==> config.mk <==
export PLATFORM = sky130hd
export DESIGN_NAME = inst_fetch_unit
export DESIGN_NICKNAME = d
export VERILOG_FILES = /design/src/rtl/inst_fetch_unit.sv
export SDC_FILE = /design/constraint.sdc
export NUM_CORES = 1
export LEC_CHECK = 0
export CAP_MARGIN = 20
export CORE_ASPECT_RATIO = 0.8
export CORE_MARGIN = 4
export CORE_UTILIZATION = 41
export DETAILED_ROUTE_END_ITERATION = 8
export GPL_ROUTABILITY_DRIVEN = 0
export PLACE_DENSITY_LB_ADDON = 0.2
export SLEW_MARGIN = 20
export SYNTH_ARGS = -nofsm -noshare
export SYNTH_HDL_FRONTEND = slang
export SYNTH_SLANG_ARGS = --single-unit
==> constraint.sdc <==
create_clock -name Clk -period 4.9 [get_ports Clk]
set_input_delay 0.735 -clock Clk [delete_from_list [all_inputs] [get_ports Clk]]
set_output_delay 0.735 -clock Clk [all_outputs]
set_load 0.01 [all_outputs]
==> src/rtl/inst_fetch_unit.sv <==
// Instruction fetch unit: PC, one-deep fetch register and next-PC selection.
// Redirects (exception, ERET, jump, branch) flush the fetch register to a NOP bubble.
module inst_fetch_unit #(
    parameter logic [31:0] RESET_PC   = 32'h0000_0000,
    parameter logic [31:0] EXC_VECTOR = 32'h0000_0008
) (
    input  logic        Clk,
    input  logic        Reset,
    input  logic        Stall,
    input  logic        Branch_Taken,
    input  logic [15:0] Branch_Offset,
    input  logic        Jump,
    input  logic [25:0] Jump_Target,
    input  logic        Exc_Req,
    input  logic        Eret,
    input  logic [31:0] EPC_In,
    input  logic [31:0] Inst_In,
    output logic [31:0] Addr,
    output logic [31:0] IR,
    output logic [31:0] IR_PC,
    output logic        IR_Valid,
    output logic [31:0] Exc_PC,
    output logic [31:0] Fetch_Count
);

    typedef enum logic [2:0] {
        SRC_SEQ,
        SRC_HOLD,
        SRC_BR,
        SRC_JMP,
        SRC_ERET,
        SRC_EXC
    } src_e;

    logic [31:0] pc;
    logic [31:0] ir;
    logic [31:0] ir_pc;
    logic        ir_valid;
    logic [31:0] fetch_count;

    src_e        src;
    logic [31:0] ir_pc_plus4;
    logic [31:0] br_disp;
    logic [31:0] br_target;
    logic [31:0] jmp_target;
    logic [31:0] eret_target;
    logic [31:0] redirect_pc;
    logic        redirect;
    logic        eret_ok;
    logic        jmp_ok;
    logic        br_ok;
    logic        unused_epc;

    // Control transfers belong to the instruction in IR, so a bubble cannot redirect.
    assign eret_ok = Eret & ir_valid;
    assign jmp_ok  = Jump & ir_valid;
    assign br_ok   = Branch_Taken & ir_valid;

    assign ir_pc_plus4 = ir_pc + 32'd4;
    assign br_disp     = {{14{Branch_Offset[15]}}, Branch_Offset, 2'b00};
    assign br_target   = ir_pc_plus4 + br_disp;
    assign jmp_target  = {ir_pc_plus4[31:28], Jump_Target, 2'b00};
    assign eret_target = {EPC_In[31:2], 2'b00};
    assign unused_epc  = ^EPC_In[1:0];

    always_comb begin
        src = SRC_SEQ;
        priority case (1'b1)
            Exc_Req: src = SRC_EXC;
            eret_ok: src = SRC_ERET;
            jmp_ok:  src = SRC_JMP;
            br_ok:   src = SRC_BR;
            Stall:   src = SRC_HOLD;
            default: src = SRC_SEQ;
        endcase
    end

    always_comb begin
        redirect    = 1'b1;
        redirect_pc = pc;
        unique case (src)
            SRC_EXC:  redirect_pc = EXC_VECTOR;
            SRC_ERET: redirect_pc = eret_target;
            SRC_JMP:  redirect_pc = jmp_target;
            SRC_BR:   redirect_pc = br_target;
            default:  redirect    = 1'b0;
        endcase
    end

    always_ff @(posedge Clk) begin
        if (Reset) begin
            pc          <= RESET_PC;
            ir          <= 32'h0;
            ir_pc       <= 32'h0;
            ir_valid    <= 1'b0;
            fetch_count <= 32'h0;
        end else if (redirect) begin
            pc       <= redirect_pc;
            ir       <= 32'h0;
            ir_valid <= 1'b0;
        end else if (src == SRC_SEQ) begin
            pc          <= pc + 32'd4;
            ir          <= Inst_In;
            ir_pc       <= pc;
            ir_valid    <= 1'b1;
            fetch_count <= fetch_count + 32'd1;
        end
    end

    assign Addr        = {pc[31:2], 2'b00};
    assign IR          = ir;
    assign IR_PC       = ir_pc;
    assign IR_Valid    = ir_valid;
    assign Exc_PC      = ir_valid ? ir_pc : pc;
    assign Fetch_Count = fetch_count;

endmodule

# ---- Word level (Yosys, flattened, before mapping)
# Cells that the tools add are included.
# W data, S select, Z words.
dict set report op_classes {
  n_bitwise 4
  mux 10
  n_reduce_logical 6
  addsub 4
  n_eq_ne 5
}
# operator n
set ops {}
lappend ops {{$pmux W32 S4} 1}
lappend ops {{$mux W32} 3}
lappend ops {{$add A32 B3 Y32 const B} 2}
lappend ops {{$add A32 B1 Y32 const B} 1}
lappend ops {{$add A32 B32 Y32} 1}
lappend ops {{$mux W3} 3}
lappend ops {{$eq A3 B2 Y1 const B} 2}
lappend ops {{$eq A3 B3 Y1 const B} 2}
lappend ops {{$ne A5 B1 Y1 const B} 1}
lappend ops {{$reduce_and A2 Y1} 2}
lappend ops {{$reduce_or A4 Y1} 1}
lappend ops {{$and A1 B1 Y1} 3}
lappend ops {{$logic_not A3 Y1} 1}
lappend ops {{$mux W1} 2}
lappend ops {{$mux W2} 1}
lappend ops {{$reduce_bool A2 Y1} 1}
lappend ops {{$reduce_or A2 Y1} 1}
lappend ops {{$not A1 Y1} 1}
dict set report totals {
  elab_cells 34
  inputBits 113
  output_inout_bits 161
  register_bits 129
}

# ---- Longest topological paths before layout
# Gate-level depths: netlist (run 1).
dict set report depth {
  ltp_word 10
  mapped_depth 18
}

# ---- Least setup slack after synthesis (run 1)
# No wires, ideal clock.
dict set report synth_path {
  path_type {flip-flop to flip-flop}
  start {register ir_pc[4] (netlist: IR_PC[4])}
  end {register pc[31]}
  period_less_slack_ps 3705
  slack_ps 1195
  arrival_time_ps 3631
  t_required_ps 4826
  setup_ps 74
  path_buffers 1
  path_stages_with_launch 19
  path_cell_list {dfxtp_1 > and3_1 > and4_1 > buf_2 > nand2_1 > nor3_1 > and3_1 > and3_1 > xor2_1 > ha_1 > a21o_1 > a21o_1 > a21o_1 > a31o_1 > or3b_1 > o221ai_1 > xnor2_1 > nand2_1 > a31oi_1}
}
dict set report synth_via {
  elab_chain_len 4
}
# element line_no
set synth_lines {}
lappend synth_lines {{from (decl)} 37} ;# logic [31:0] ir_pc;
lappend synth_lines {{from (signal assigned)} 104} ;# ir_pc <= pc;
lappend synth_lines {{$add A32 B3 Y32 (*)} 59} ;# assign ir_pc_plus4 = ir_pc + 32'd4;
lappend synth_lines {{$add A32 B32 Y32} 61} ;# assign br_target = ir_pc_plus4 + br_disp;
lappend synth_lines {{$pmux W32 S4 (*)} 81} ;# unique case (src)
lappend synth_lines {{$mux W32 (*)} 97} ;# end else if (redirect) begin
lappend synth_lines {{to (signal assigned)} 98} ;# pc <= redirect_pc;
lappend synth_lines {{to (signal assigned)} 102} ;# pc <= pc + 32'd4;
lappend synth_lines {{to (decl)} 35} ;# logic [31:0] pc;
# Every way passes the cells marked *; elsewhere a longest branch is shown, timed or not.
# A chain may end at the register's enable or synchronous reset.

# ---- Worst setup path in the final report (run 1)
# Ends and elaborated chain as after synthesis.

==> results_dict.tcl, run 1 <==
set metrics [dict create \
    drv_slew 0 \
    grt_overflow 0 \
    yosys_register_bits 129 \
    synth_seq_area_share_pct 30.2 \
    cts_tree "done" \
    first_global_vias 8433 \
    netlist_instances 1113 \
    port_buffers 269 \
    crit_family "simple AND/OR/NAND/NOR gates" \
    mostFrequentLayoutCells "clkdlybuf4s50_1 (268), nand2_1 (203), dfxtp_1 (128)" \
    syn_area_sq_mm 0.00855 \
    finish.instance_area_sq_mm 0.0118 \
    antenna_found_initial 1 \
    async_reset_ff_share_pct 0 \
    drive_gt1_share_pct 7.54 \
    numClockSinks 129 \
    ys_types 73 \
    wl_per_cell_um 19.3 \
    hold_depth 2 \
    dr.pass1.iters 5 \
    cts_resized 0 \
    reg2reg_slack_ns 0.67 \
    place_area_sq_mm 0.0113 \
    final_util_pct 58.7 \
    min_to "IR[25]" \
    grt_pass1_wl_um 47200 \
    fin_ws_ns 0.667 \
    drt_iter0_drc 697 \
    cp-start-kind "flip-flop" \
    cap_violations 0 \
    hpwlAfterDp_um 22400 \
    die_area_sq_mm 0.0232 \
    cp.arrival_ns 4.59 \
    synth_area_leaders "dfxtp_1 (30%), nand2_1 (8.9%), a21oi_1 (6.8%), ha_1 (5.4%), xor2_1 (5.1%)" \
    drt_wl_total_um 31000 \
    ys_warn_count 0 \
    detailroute.via_count 8944 \
    leakage_nw 4.46 \
    synth_ff_type "dfxtp_1" \
    status "completed" \
    ctsRootBufferMaster "clkbuf_16" \
    path_clk_slew_ns 0.07 \
    grt_usage_pct 25.7 \
    setup_viol 0 \
    nNetsFinal 1478 \
    die_height_um 137 \
    ios 274 \
    floorplan.initialDensity_pct 42.4 \
    ctsLongestPathBuffers 2 \
    crit_path_start "IR_PC[4]" \
    r2r_cells 17 \
    crit_fanout 7 \
    ir_drop_v 0.000240 \
    route.antenna.remaining_nets 0 \
    coreArea_sq_mm 0.0201 \
    hold_viol 0 \
    totalPowerFinal_mw 2.76 \
    tightest_slew_ns 1.03 \
    r2r-start "IR_PC[4]" \
    cts_setup_buffers 0 \
    tns_ns 0 \
    holdCritPathClass "flip-flop to flip-flop" \
    viasPerCell 5.57 \
    area_growth_pct 38.4 \
    rsz0062_at_grt "false" \
    num-fill-cells 1852 \
    end_kind "flip-flop" \
    required_ns 5.25 \
    worstPathCellList "and3_1 -> and4_1 -> nand2_1 -> nor3_1 -> and3_1 -> and3_1 -> xor2_1 -> ha_1 -> a21o_1 -> a21o_1 -> a21o_1 -> a31o_1 -> or3b_1 -> o221ai_1 -> xnor2_1 -> nand2_1 -> a31oi_1" \
    synth_top_area_share_pct 30.2 \
    finalCritPeriodShare_pct 86.4 \
    clock_latency_ns 0.43 \
    synth_edf_count 0 \
    slew_headroom_pct 31.0 \
    die_width_um 169 \
    crit_path_top_delay_cell "dfxtp_1" \
    holdBufCountCts 0 \
    max_freq_mhz 236 \
    cpPeakStageDelay_ns 0.45 \
    path_buf_inv 0 \
    grt_max_degree 55 \
    period_needed_ns 4.23 \
    pwr_density_cell_mw_per_mm2 234 \
    cp.depth 17 \
    post-route-drc-count 0 \
    numCtsBuffers 17 \
    hp-start "IR[25]" \
    avgSynthCellArea_sq_um 7.68 \
    core.rowCount 46 \
    critPathKind "flip-flop to flip-flop" \
    synth_top_cell_by_area "dfxtp_1" \
    htree_levels 4 \
    rr_endpoint "pc[31]" \
    finClkSkew_ns 0.0126 \
    layout_commonest_cell "clkdlybuf4s50_1" \
    place_ws_ns 0.693 \
]
logic make-up after synthesis:
| logic type | synth area share, % |
|---|---|
| xor+xnor | 9.33 |
| flops | 30.2 |
| simple gates | 23.9 |
| buf+inv | 6.34 |
| other cells | 0.0439 |
| fa+ha+maj | 5.65 |
| mux | 4.41 |
| compound gates | 20.1 |
synthesized netlist by cell type, types with 22 or more instances:
cell	count
ha_1	37
a21oi_1	116
xnor2_1	41
clkbuf_1	48
nor2_1	96
dfxtp_1	129
nand3_1	32
o21ai_0	36
a21o_1	22
nand2_1	203
xor2_1	50
buf_4	32
mux2_2	29
how the worst max path moves through the flow:
stage	endpoint	slack (ns)
final	pc[31]	0.67
after global routing	pc[31]	0.33
after CTS	pc[31]	0.68
after detailed placement	pc[31]	0.69
after global placement	pc[31]	0.77
after floorplan	pc[31]	1.19
worst register-to-register path, stage by stage, from the launching register on:
cell and delay [ns]:
dfxtp_1 0.45, and3_1 0.28, and4_1 0.39, nand2_1 0.19
nor3_1 0.26, and3_1 0.24, and3_1 0.17, xor2_1 0.15
ha_1 0.31, a21o_1 0.18, a21o_1 0.16, a21o_1 0.18
a31o_1 0.25, or3b_1 0.35, o221ai_1 0.21, xnor2_1 0.15
nand2_1 0.07, a31oi_1 0.16
per-layer routing:
| layer | up-vias | share of wire [%] | track usage, % |
|---|---|---|---|
| li1 | 4335 | - | - |
| met1 | 4178 | 46 | 36.3 |
| met2 | 386 | 44 | 39.2 |
| met3 | 45 | 8.3 | 6.06 |
| met4 | 0 | 2.0 | 7.20 |
| met5 | - | 0 | 0 |
per-stage QoR:
| step | std cells | hold WS, ns |
|---|---|---|
| after CTS | 1604 | 0.455 |
| after floorplan | 1114 | 0.443 |
| after global routing | 1605 | 0.471 |
| after detailed placement | 1572 | 0.447 |
| after global placement | 1572 | 0.441 |
| final | 1605 | 0.452 |
cell type report:
cell class | instances | area [sq um] | share of cell area (%)
inverters | 19 | 71.3 | 0.603
clock inverters | 14 | 143 | 1.21
clock buffers | 18 | 429 | 3.63
multi-input cells | 875 | 5460 | 46.1
repair buffers | 285 | 2810 | 23.7
well taps | 264 | 330 | 2.79
flip-flops and latches | 129 | 2590 | 21.9
diodes | 1 | 2.50 | 0.0211
state kept, by name (all words and copies together), names as in the netlist:
name         count
Fetch_Count     32
IR              32
IR_PC           32
IR_Valid         1
pc              32
where the power goes:
part | switching, mW | internal [mW]
logic | 0.194 | 0.199
clock network | 0.558 | 0.714
registers | 0.0337 | 1.07
Note: power is estimated with default switching activity, not from simulation.
==> inputs of run 2 (changes only) <==
==> constraint.sdc (replaced) <==
create_clock -name Clk -period 4.83 [get_ports Clk]
set_input_delay 0.7245 -clock Clk [delete_from_list [all_inputs] [get_ports Clk]]
set_output_delay 0.7245 -clock Clk [all_outputs]
set_load 0.01 [all_outputs]
==> results_dict.tcl, run 2 (synthesis results as in run 1) <==
set metrics [dict create \
    hold_viol 0 \
    port_buffers 269 \
    finClkSkew_ns 0.0132 \
    hpwlAfterDp_um 22400 \
    cts_tree "done" \
    cap_violations 0 \
    ctsRootBufferMaster "clkbuf_16" \
    setup_viol 0 \
    ios 274 \
    cts_setup_buffers 0 \
    cpPeakStageDelay_ns 0.45 \
    status "completed" \
    place_area_sq_mm 0.0113 \
    crit_family "simple AND/OR/NAND/NOR gates" \
    slew_headroom_pct 39.3 \
    place_ws_ns 0.713 \
    leakage_nw 4.48 \
    tns_ns 0 \
    totalPowerFinal_mw 2.81 \
    nNetsFinal 1479 \
    numCtsBuffers 17 \
    coreArea_sq_mm 0.0201 \
    crit_path_top_delay_cell "dfxtp_1" \
    grt_max_degree 54 \
    fin_ws_ns 0.671 \
    mostFrequentLayoutCells "clkdlybuf4s50_1 (268), nand2_1 (203), dfxtp_1 (128)" \
    clock_latency_ns 0.43 \
    area_growth_pct 38.6 \
    antenna_found_initial 3 \
    reg2reg_slack_ns 0.67 \
    grt_pass1_wl_um 46800 \
    holdBufCountCts 0 \
    required_ns 5.19 \
    holdWs_ns 0.454 \
    die_height_um 137 \
    end_kind "flip-flop" \
    detailroute.via_count 8881 \
    die_width_um 169 \
    max_freq_mhz 240 \
    critPathKind "flip-flop to flip-flop" \
    die_area_sq_mm 0.0232 \
    post-route-drc-count 0 \
    pwr_density_cell_mw_per_mm2 237 \
    path_clk_slew_ns 0.07 \
    cp.arrival_ns 4.52 \
    drv_slew 0 \
    first_global_vias 8352 \
    cts_resized 0 \
    rsz0062_at_grt "false" \
    period_needed_ns 4.16 \
    drt_iter0_drc 722 \
    cp-start-kind "flip-flop" \
    path_buf_inv 0 \
    route.antenna.remaining_nets 0 \
    ir_drop_v 0.000185 \
    layout_commonest_cell "clkdlybuf4s50_1" \
    wl_per_cell_um 19.2 \
    htree_levels 4 \
    holdCritPathClass "flip-flop to flip-flop" \
    floorplan.initialDensity_pct 42.4 \
    grt_overflow 0 \
    finish.instance_area_sq_mm 0.0118 \
    dr.pass1.iters 5 \
    crit_fanout 7 \
    drive_gt1_share_pct 7.61 \
    viasPerCell 5.53 \
    tightest_slew_ns 0.908 \
    worstPathCellList "and3_1 -> and4_1 -> nand2_1 -> nor3_1 -> and3_1 -> and3_1 -> xor2_1 -> ha_1 -> a21o_1 -> a21o_1 -> a21o_1 -> a31o_1 -> or3b_1 -> o221ai_1 -> xnor2_1 -> nand2_1 -> a31oi_1" \
    finalCritPeriodShare_pct 86.1 \
    core.rowCount 46 \
    numClockSinks 129 \
    drt_wl_total_um 30900 \
    grt_usage_pct 25.4 \
    ctsLongestPathBuffers 2 \
]
-- run 2: path summary, 6_finish.rpt --
| kind | startpoint | end | cells after the start |
|---|---|---|---|
| hold reg to reg | IR[18] | IR[18] | 2 |
| setup reg to reg | IR_PC[4] | pc[31] | 17 |
| hold / removal | IR[18] | IR[18] | 2 |
| setup / recovery | IR_PC[4] | pc[31] | 17 |
-- run 2: area by class of cell --
| cell class | instances | area (sq um) |
|---|---|---|
| Antenna cell | 2 | 5.00 |
| Clock buffer | 18 | 429 |
| Clock inverter | 14 | 144 |
| Fill cell | 1857 | 8300 |
| Inverter | 19 | 71.3 |
| Multi-Input combinational cell | 875 | 5460 |
| Sequential cell | 129 | 2590 |
| Tap cell | 264 | 330 |
| Timing Repair Buffer | 286 | 2820 |
-- run 2: stage by stage --
stage,utilization [%],std cells
after floorplan,-,1114
after global placement,55.9,1573
after detailed placement,55.9,1573
after CTS,58.8,1605
after global routing,58.8,1607
final,58.8,1607
-- run 2: power breakdown --
part           internal (mW)  switching (mW)  total, mW
logic                  0.202           0.197      0.399
clock network          0.726           0.570       1.30
registers               1.08          0.0338       1.12
-- run 2: worst reg2reg max path: cells and delay by family (launching register included) --
kind / cells / cell delay [ns]
compound gates: 6 / 1.14
flops: 1 / 0.45
fa+ha+maj: 1 / 0.32
simple gates: 8 / 1.90
xor+xnor: 2 / 0.29
-- run 2: layer usage --
| metal | up-vias | track usage (%) | share of wire [%] |
|---|---|---|---|
| met3 | 53 | 6.79 | 8.9 |
| met2 | 389 | 37.8 | 43 |
| met4 | 0 | 7.51 | 2.3 |
| met5 | - | 0 | 0 |
| met1 | 4102 | 36.1 | 46 |
| li1 | 4337 | - | - |
